--- src/rtl/bram_dbg_pkg.sv ---
// Shared types and constants for the BRAM debug-port sequencer.
// Used by the top controller and its address generator.
package bram_dbg_pkg;

  localparam int BRAMWORDS_DEFAULT = 4096;

  localparam logic OP_LOAD = 1'b0;
  localparam logic OP_DUMP = 1'b1;

  typedef enum logic [2:0] {
    S_IDLE,
    S_LOAD,
    S_DRD,
    S_DWAIT,
    S_DOUT,
    S_FIN
  } state_t;

endpackage

--- src/rtl/bram_dbg_addr_gen.sv ---
// Word-index walker for one command: loads base/count, steps per transferred word,
// wraps at the end of the BRAM and flags the final word.
module bram_dbg_addr_gen #(
  parameter int IW = 12,
  parameter int CW = 13
) (
  input  logic          clk,
  input  logic          rst,
  input  logic          i_load,
  input  logic [IW-1:0] i_base,
  input  logic [CW-1:0] i_count,
  input  logic          i_step,
  output logic [IW-1:0] o_idx,
  output logic [IW-1:0] o_next_idx,
  output logic          o_last
);

  logic [IW-1:0] r_idx;
  logic [CW-1:0] r_left;

  // IW-bit index arithmetic gives the wrap at the end of the BRAM for free.
  always_ff @(posedge clk or posedge rst) begin
    if (rst) begin
      r_idx  <= '0;
      r_left <= '0;
    end else if (i_load) begin
      r_idx  <= i_base;
      r_left <= i_count;
    end else if (i_step) begin
      r_idx  <= r_idx + IW'(1);
      r_left <= r_left - CW'(1);
    end
  end

  assign o_idx      = r_idx;
  assign o_next_idx = r_idx + IW'(1);
  assign o_last     = (r_left == CW'(1));

endmodule

--- src/rtl/bram_debug_port_ctrl.sv ---
// LOAD/DUMP sequencer owning port 2 of an instruction or data BRAM; holds the
// core in reset while a command runs and streams words over valid/ready links.
module bram_debug_port_ctrl
  import bram_dbg_pkg::*;
#(
  parameter int BRAMWORDS = BRAMWORDS_DEFAULT,
  parameter int AW        = 32,
  parameter int CW        = 13
) (
  input  logic          CPU_CLK,
  input  logic          CPU_RST,
  input  logic          cmd_valid,
  output logic          cmd_ready,
  input  logic          cmd_op,
  input  logic [AW-1:0] cmd_base,
  input  logic [CW-1:0] cmd_count,
  input  logic          abort,
  input  logic [31:0]   ld_data,
  input  logic          ld_valid,
  output logic          ld_ready,
  output logic [31:0]   dp_data,
  output logic [AW-1:0] dp_addr,
  output logic          dp_valid,
  input  logic          dp_ready,
  output logic [AW-1:0] bram_a2,
  output logic [31:0]   bram_wd2,
  output logic [3:0]    bram_we2,
  input  logic [31:0]   bram_rd2,
  output logic          busy,
  output logic          core_hold,
  output logic          done,
  output logic          aborted
);

  localparam int IW = $clog2(BRAMWORDS);
  localparam logic [CW-1:0] MAXCNT = CW'(BRAMWORDS);

  state_t r_state, w_next;

  logic [AW-1:0] r_a2, r_dp_addr;
  logic [31:0]   r_wd2, r_dp_data;
  logic [3:0]    r_we2;
  logic          r_aborted;

  logic [CW-1:0] w_count;
  logic [IW-1:0] w_base_word, w_idx, w_next_idx;
  logic          w_last, w_accept, w_ld_hs, w_dp_hs, w_active, w_abort, w_step;
  logic          w_unused_base;

  assign w_count       = (cmd_count > MAXCNT) ? MAXCNT : cmd_count;
  assign w_base_word   = cmd_base[IW+1:2];
  assign w_unused_base = ^{cmd_base[AW-1:IW+2], cmd_base[1:0]};

  assign w_accept = (r_state == S_IDLE) && cmd_valid;
  assign w_ld_hs  = (r_state == S_LOAD) && ld_valid;
  assign w_dp_hs  = (r_state == S_DOUT) && dp_ready;
  assign w_active = (r_state == S_LOAD) || (r_state == S_DRD) ||
                    (r_state == S_DWAIT) || (r_state == S_DOUT);
  assign w_abort  = abort && w_active;
  assign w_step   = (w_ld_hs || w_dp_hs) && !abort;

  bram_dbg_addr_gen #(.IW(IW), .CW(CW)) u_addr_gen (
    .clk        (CPU_CLK),
    .rst        (CPU_RST),
    .i_load     (w_accept),
    .i_base     (w_base_word),
    .i_count    (w_count),
    .i_step     (w_step),
    .o_idx      (w_idx),
    .o_next_idx (w_next_idx),
    .o_last     (w_last)
  );

  always_ff @(posedge CPU_CLK or posedge CPU_RST) begin
    if (CPU_RST) r_state <= S_IDLE;
    else         r_state <= w_next;
  end

  always_comb begin
    w_next = r_state;
    unique case (r_state)
      S_IDLE: begin
        if (cmd_valid) begin
          if (w_count == '0)          w_next = S_FIN;
          else if (cmd_op == OP_DUMP) w_next = S_DRD;
          else                        w_next = S_LOAD;
        end
      end
      S_LOAD:  if (w_ld_hs && w_last) w_next = S_FIN;
      S_DRD:   w_next = S_DWAIT;
      S_DWAIT: w_next = S_DOUT;
      S_DOUT:  if (dp_ready) w_next = w_last ? S_FIN : S_DRD;
      S_FIN:   w_next = S_IDLE;
      default: w_next = S_IDLE;
    endcase
    if (w_abort) w_next = S_FIN;
  end

  // The read address is set on entry to DRD so the synchronous BRAM output is
  // settled by the end of DWAIT, giving three cycles per dumped word.
  always_ff @(posedge CPU_CLK or posedge CPU_RST) begin
    if (CPU_RST) begin
      r_a2      <= '0;
      r_wd2     <= '0;
      r_we2     <= 4'h0;
      r_dp_data <= '0;
      r_dp_addr <= '0;
      r_aborted <= 1'b0;
    end else begin
      r_we2 <= 4'h0;
      if (w_ld_hs && !abort) begin
        r_a2  <= {{(AW-IW-2){1'b0}}, w_idx, 2'b00};
        r_wd2 <= ld_data;
        r_we2 <= 4'hF;
      end else if (w_accept && cmd_op == OP_DUMP) begin
        r_a2 <= {{(AW-IW-2){1'b0}}, w_base_word, 2'b00};
      end else if (w_dp_hs && !w_last && !abort) begin
        r_a2 <= {{(AW-IW-2){1'b0}}, w_next_idx, 2'b00};
      end
      if (r_state == S_DWAIT) begin
        r_dp_data <= bram_rd2;
        r_dp_addr <= r_a2;
      end
      if (w_accept)     r_aborted <= 1'b0;
      else if (w_abort) r_aborted <= 1'b1;
    end
  end

  assign cmd_ready = (r_state == S_IDLE);
  assign busy      = (r_state != S_IDLE);
  assign core_hold = busy;
  assign done      = (r_state == S_FIN);
  assign aborted   = (r_state == S_FIN) && r_aborted;
  assign ld_ready  = (r_state == S_LOAD);
  assign dp_valid  = (r_state == S_DOUT);
  assign dp_data   = r_dp_data;
  assign dp_addr   = r_dp_addr;
  assign bram_a2   = r_a2;
  assign bram_wd2  = r_wd2;
  assign bram_we2  = r_we2;

endmodule

--- config.mk ---
export PLATFORM = sky130hd
export DESIGN_NAME = bram_debug_port_ctrl
export DESIGN_NICKNAME = d
export VERILOG_FILES = /design/src/rtl/bram_dbg_pkg.sv /design/src/rtl/bram_dbg_addr_gen.sv /design/src/rtl/bram_debug_port_ctrl.sv
export SDC_FILE = /design/constraint.sdc
export NUM_CORES = 1
export LEC_CHECK = 0
export ABC_AREA = 1
export ABC_CLOCK_PERIOD_IN_PS = 3020
export CORE_ASPECT_RATIO = 0.75
export CORE_UTILIZATION = 50
export CTS_CLUSTER_SIZE = 16
export DETAILED_ROUTE_END_ITERATION = 10
export DONT_BUFFER_PORTS = 1
export MAX_ROUTING_LAYER = met4
export PLACE_DENSITY = 0.71
export SETUP_SLACK_MARGIN = 0.4
export SYNTH_ARGS = -nofsm -noshare
export SYNTH_HDL_FRONTEND = slang
export SYNTH_SLANG_ARGS = --single-unit
--- constraint.sdc ---
create_clock -name CPU_CLK -period 3.02 [get_ports CPU_CLK]
set_clock_uncertainty 0.2 [all_clocks]
set_input_delay 0 -clock CPU_CLK [delete_from_list [all_inputs] [get_ports CPU_CLK]]
set_output_delay 0 -clock CPU_CLK [all_outputs]
set_load 0.05 [all_outputs]
* Word level (Yosys, flattened, before mapping)
Index checks and enable logic that the tools add are counted.
** Storage, ports and cells
- Register bits after elaboration :: 161
- Latch bits :: 0
- Bits in writable memories :: 0
- ROM bits :: 0
- Input port bits :: 116
- Output and inout port bits :: 139
- Word-level logic and storage cells :: 64
- Memories kept :: 0
** Operators by class
- Add/sub/neg operators :: 2
- Multiply operators :: 0
- Div/mod/pow operators :: 0
- $lt $le $gt $ge :: 1
- Equality and inequality tests :: 9
- Shifts and indexed selects :: 0
- Muxes and demuxes :: 19
- Bitwise operators :: 0
- Reductions and logical operators :: 24
** Operator list (number)
- $mux W32 :: 3
- $mux W13 :: 3
- $mux W12 :: 2
- $mux W3 :: 6
- $pmux W3 S5 :: 1
- $eq A13 B1 Y1 const B :: 1
- $gt A13 B13 Y1 const B :: 1
- $logic_not A13 Y1 :: 1
- $sub A13 B1 Y13 const B :: 1
- $add A12 B1 Y12 const B :: 1
- $logic_and A1 B1 Y1 :: 11
- $eq A3 B2 Y1 const B :: 2
- $eq A3 B3 Y1 const B :: 2
- $ne A3 B1 Y1 const B :: 2
- $reduce_bool A3 Y1 :: 2
- $logic_or A1 B1 Y1 :: 4
- $mux W4 :: 1
- $reduce_bool A2 Y1 :: 2
- $eq A3 B1 Y1 const B :: 1
- $logic_not A3 Y1 :: 1
- $ne A3 B2 Y1 const B :: 1
- $reduce_and A3 Y1 :: 1
- $logic_not A1 Y1 :: 2
- $mux W1 :: 2
- $mux W2 :: 1

* Logic depth before layout (Yosys ltp)
- Word-level depth :: 7
- Mapped depth :: 11
- Depth with buffers taken out :: 11

* Hierarchy
A second synthesis with hierarchy kept.
** Unflattened totals
- Cell total of the unflattened synthesis :: 719
- Area total of the unflattened synthesis :: 6083.3 sq um
** By module, submodules not included
- bram_debug_port_ctrl :: times used 1, cells an instance 478, area an instance 4405.5 sq um, seq. area each 2327.2 sq um
- bram_dbg_addr_gen :: times used 1, cells an instance 241, area an instance 1677.9 sq um, seq. area each 625.6 sq um

* Least setup slack after synthesis
OpenSTA, ideal clock, no wires.
- Kind :: reg2reg
- Start point :: register r_state[2]
- End point :: register r_state[2]
- Library setup time :: 0.119 ns
- Arrival time :: 2.185 ns
- Data required time :: 2.701 ns
- Setup slack :: 0.516 ns
- Cell stages (with the launch flop) :: 7
- Buffers on the path :: 0
- Period minus slack after synthesis :: 2.504 ns
- Cell sequence :: dfrtp_1 nor3_1 inv_1 nor2_1 nand2_1 a21oi_1 nor2_1
** On the way
- Longest elaborated chain between the ends :: 7
- Elaborated cells on any way between the ends :: 17
- Those cells by class :: 7 x eq/ne; 2 x mux; 8 x reduce/logical
** Ends and longest elaborated chain
- from (decl) :: line bram_debug_port_ctrl.sv:38 : state_t r_state, w_next;
- from (signal assigned) :: line bram_debug_port_ctrl.sv:76 : else r_state <= w_next;
- $eq A3 B1 Y1 *
- named net ld_ready :: line bram_debug_port_ctrl.sv:20 : output logic ld_ready,
- $logic_or A1 B1 Y1 (2 in series) :: line bram_debug_port_ctrl.sv:57 : assign w_active = (r_state == S_LOAD) || (r_state == S_DRD) ||
- $logic_or A1 B1 Y1 :: line bram_debug_port_ctrl.sv:58 : (r_state == S_DWAIT) || (r_state == S_DOUT);
- $logic_and A1 B1 Y1 :: line bram_debug_port_ctrl.sv:59 : assign w_abort = abort && w_active;
- $ne A3 B1 Y1 (no line) or $ne A3 B2 Y1 (tied branches)
- $reduce_and A3 Y1 (no line)
The timed path passes the listed nets; every way through them passes the cells marked *.
A chain may end at the register's enable or synchronous reset.

* Worst setup path in the final report
- Start point :: register r_state[2]
- End point :: register r_a2[13] (netlist: bram_a2[13])
** On the way
- Longest elaborated chain between the ends :: 5
- Elaborated cells on any way between the ends :: 13
- Those cells by class :: 2 x eq/ne; 2 x mux; 9 x reduce/logical
** Ends and longest elaborated chain
- $eq A3 B3 Y1 or $logic_not A3 Y1 (tied branches) :: line bram_debug_port_ctrl.sv:56, bram_debug_port_ctrl.sv:54
- $logic_and A1 B1 Y1 (on tied branches) :: line bram_debug_port_ctrl.sv:56, bram_debug_port_ctrl.sv:54
- $logic_and A1 B1 Y1 (on tied branches) :: line bram_debug_port_ctrl.sv:117, bram_debug_port_ctrl.sv:115
- $logic_and A1 B1 Y1 or $mux W32 (tied branches) :: line bram_debug_port_ctrl.sv:117, bram_debug_port_ctrl.sv:115
- $reduce_bool A3 Y1 (no line) or $mux W32 (tied branches)
- to (signal assigned) :: line bram_debug_port_ctrl.sv:112 : r_a2 <= {{(AW-IW-2){1'b0}}, w_idx, 2'b00};
- to (signal assigned) :: line bram_debug_port_ctrl.sv:116 : r_a2 <= {{(AW-IW-2){1'b0}}, w_base_word, 2'b00};
- to (signal assigned) :: line bram_debug_port_ctrl.sv:118 : r_a2 <= {{(AW-IW-2){1'b0}}, w_next_idx, 2'b00};
- to (decl) :: line bram_debug_port_ctrl.sv:40 : logic [AW-1:0] r_a2, r_dp_addr;
Parallel ways exist; a longest one is shown, timed or not.

==> run metrics <==
run status completed; count leader, synth nand2_1; Rows 34; top cell types by occurrence after synthesis nand2_1, dfrtp_1, nand3_1; Worst Max-Slew Pin Slew approximately 1100 ps; clock tree from TritonCTS done; I/O Pins 255; compound-gate portion of the synthesized area 0.0406; Int Power 4560 µW; warnings from Yosys 0; logic depth of the worst register-to-register path 7; final critical path time including I/O delays and setup 2520 ps; global-route wire length before repair 25000 µm; FFs w/ async S/R, synth 1.00; fraction of layout instances using a drive strength above 1 0.131; number of antenna violations at the first check in global routing 0; die width about 130 µm; dominant cell type by area after synthesis dfrtp_1; H-tree Lvls 4; switching power share of the total 0.532; maximum number of pins on one net before global-route repair 51; PwrDens 1260 nW/µm²; worst-case hold slack 37.8 ps; max-slew violation count 0; Synth top area share 0.477; total via count in the routed design about 5.2k; final period utilization 0.836; Worst Path Arrival about 2600 ps; clock slew seen by the registers of the worst setup and hold paths 60 ps; xor and xnor area share after synthesis 0.00424; Layout Nets 945; Mapped Cells between 700 and 800; number of clock sinks about 120; maximum vdd ir drop 0.628 mV; area share of and/or/nand/nor cells after synthesis 0.287; critical path class flop to flop; combinational cell fraction of total power 0.287; starting density of the core 0.524; number of antenna repair diodes 0; number of iterations in the first detailed-routing pass 5; max-capacitance violation count 0; highest clock rate 396 MHz; Crit Path Max Fanout 15; final hold viol count 0; number of distinct library cells after synthesis 43; part of the total power dissipated in the clock network 0.200; global placer's final weighted congestion roughly 0.92; root cell of the clock tree clkbuf_16; setup total negative slack 0 ps; unrepaired setup endpoints after global routing false; count of buffers from port buffering 0; most instantiated flip-flop cell in the synthesis netlist dfrtp_1; combined area of all synthesized cells 6190 µm²; 1st-iter DRT viols 451; overall die area 12800 µm²; Std-Cell Core Area about 12000 µm²; share of the yosys chip area belonging to registers 0.477; remaining antenna violation count after routing 0; average vias per placed instance 5.17; Hold Path Depth 3; worst hold path type primary input to flop; number of synthesized register bits ~120; Avg Cell Area, Syn 8.48 µm²; number of CTS-inserted buffers 17; DR WL/cell about 16 µm; multiplexer share of the synthesized area 0.0746; number of buffers on the longest clock path 2; number of enable flip-flop cells after synthesis 0; Leak Pwr 0.00381 µW; count of fill cells added during filler insertion 935; Post-Route WL around 16000 µm; die height 98.4 µm; number of setup violations in the final report 0; total routing resource utilization after global routing 0.262; Worst-Skew Late Latency 400 ps; switching power ~5200 µW; global route total overflow 0; endpoint type of the worst setup path flop; vias in the first global route ~5.1k; headroom to the max-slew limit 0.270; remaining design rule violation count 0; main combinational cell family by area after synthesis simple AND/OR/NAND/NOR gates; ranking of synthesized cells by area dfrtp_1, nand2_1, mux2_2, buf_4, nand3_1; adder-cell share of the synthesized area 0.00606; area delta synth->final 25.1%; crit start category flop; Flop pwr share 0.513; HPWL after detailed placement a little over 10000 µm; count of buffers added by post-CTS timing repair for setup 0; data required time at the worst endpoint 3120 ps
layout by cell type (no fill, tap or decap), types with 2 or more instances in the layout:
master         count
clkbuf_16         17
nand3_1           69
clkinv_4           5
nand2_1          257
o21ai_1            3
dlygate4sd3_1    100
dfrtp_1          116
buf_4              5
nand3_4            2
o211ai_1          12
bufinv_16          2
o21ai_0            7
clkinv_2           6
inv_2              4
inv_1             36
nand2_4            3
nand3_2            2
ha_1               3
nor3_2             2
xor2_1             3
buf_12             3
dfrtp_2            2
nor2_1            54
nand3b_1           4
a21oi_1           10
nand4_1            5
conb_1            40
nor2_4             2
mux2_2            41
clkinvlp_4         4
o22ai_1            3
stage by stage:
step                instance area [µm²]  setup WS [ps]  power, µW  utilization  cells
floorplan                          6340            516       7060            -    769
global placement                   6150            712       7500        0.520    868
detailed placement                 6150            663       7620        0.520    868
CTS                                7730            458       9740        0.654   1000
global route                       7750            402      10300        0.655   1001
finish                             7750            497       9760        0.655   1001
registers in the layout (all words and copies together), names as in the netlist:
| signal | count |
|---|---|
| u_addr_gen.o_idx | 12 |
| r_state | 3 |
| r_aborted | 1 |
| dp_data | 32 |
| bram_we2 | 1 |
| bram_a2 | 12 |
| bram_wd2 | 32 |
| u_addr_gen.r_left | 13 |
| dp_addr | 12 |
power by group through the flow:
stage	clock (µW)	combinational (µW)	sequential [µW]
after global routing	2050	3140	5100
after global placement	0	2500	4990
after floorplan	0	2280	4780
after CTS	1980	2770	4990
final	1950	2810	5010
after detailed placement	0	2600	5020
metal layers:
metal  routed length, µm  share of wire  track usage  vias to the layer above
met1                6670           0.41        0.326                     2433
met5                   0              0            -                        -
met4                 272          0.017       0.0893                        0
met2                7870           0.49        0.420                      259
met3                1260          0.079       0.0575                       29
li1                    -              -            -                     2458
cells by family after synthesis:
logic type / after synthesis
AOI/OAI and AO/OA: 40
muxes: 41
buffers and inverters: 116
adders and majority gates: 3
and+or+nand+nor: 408
other: 1
DFF: 118
xor gates and xnor gates: 3
layout make-up:
class	instances	area [µm²]	share of cell area
well taps	162	203	0.0262
clock inverters	15	158	0.0204
flip-flops and latches	118	2960	0.382
inverters	45	178	0.0229
clock buffers	17	425	0.0549
multi-input cells	536	2730	0.352
repair buffers	108	1100	0.142
repair_timing:
action | in CTS | in global routing
resized for setup | 0 | 1
endpoints found under the hold margin | 154 | 0
hold buffers | 100 | 0
endpoints found under the setup margin | 0 | 3
critical path, stage by stage (launching register included):
cell and delay (ps):
dfrtp_1 480, inv_4 190, nand4_2 440, nand2_1 230, inv_2 150, nand3_1 110, dlygate4sd3_1 560, nand2_1 50
worst paths after layout:
kind,to,from,slack [ps]
max,bram_a2[13]$_DFFE_PP0P_,r_state[2]$_DFFE_PP0P_,500
min,bram_wd2[9]$_DFFE_PP0P_,ld_data[9],40
max reg2reg,bram_a2[13]$_DFFE_PP0P_,r_state[2]$_DFFE_PP0P_,500
min reg2reg,u_addr_gen.r_left[0]$_DFFE_PP0P_,u_addr_gen.r_left[0]$_DFFE_PP0P_,330
max in group asynchronous,u_addr_gen.r_left[4]$_DFFE_PP0P_,CPU_RST,1760
min in group asynchronous,dp_data[3]$_DFFE_PP0P_,CPU_RST,130
(Power assumes the default switching activity.)
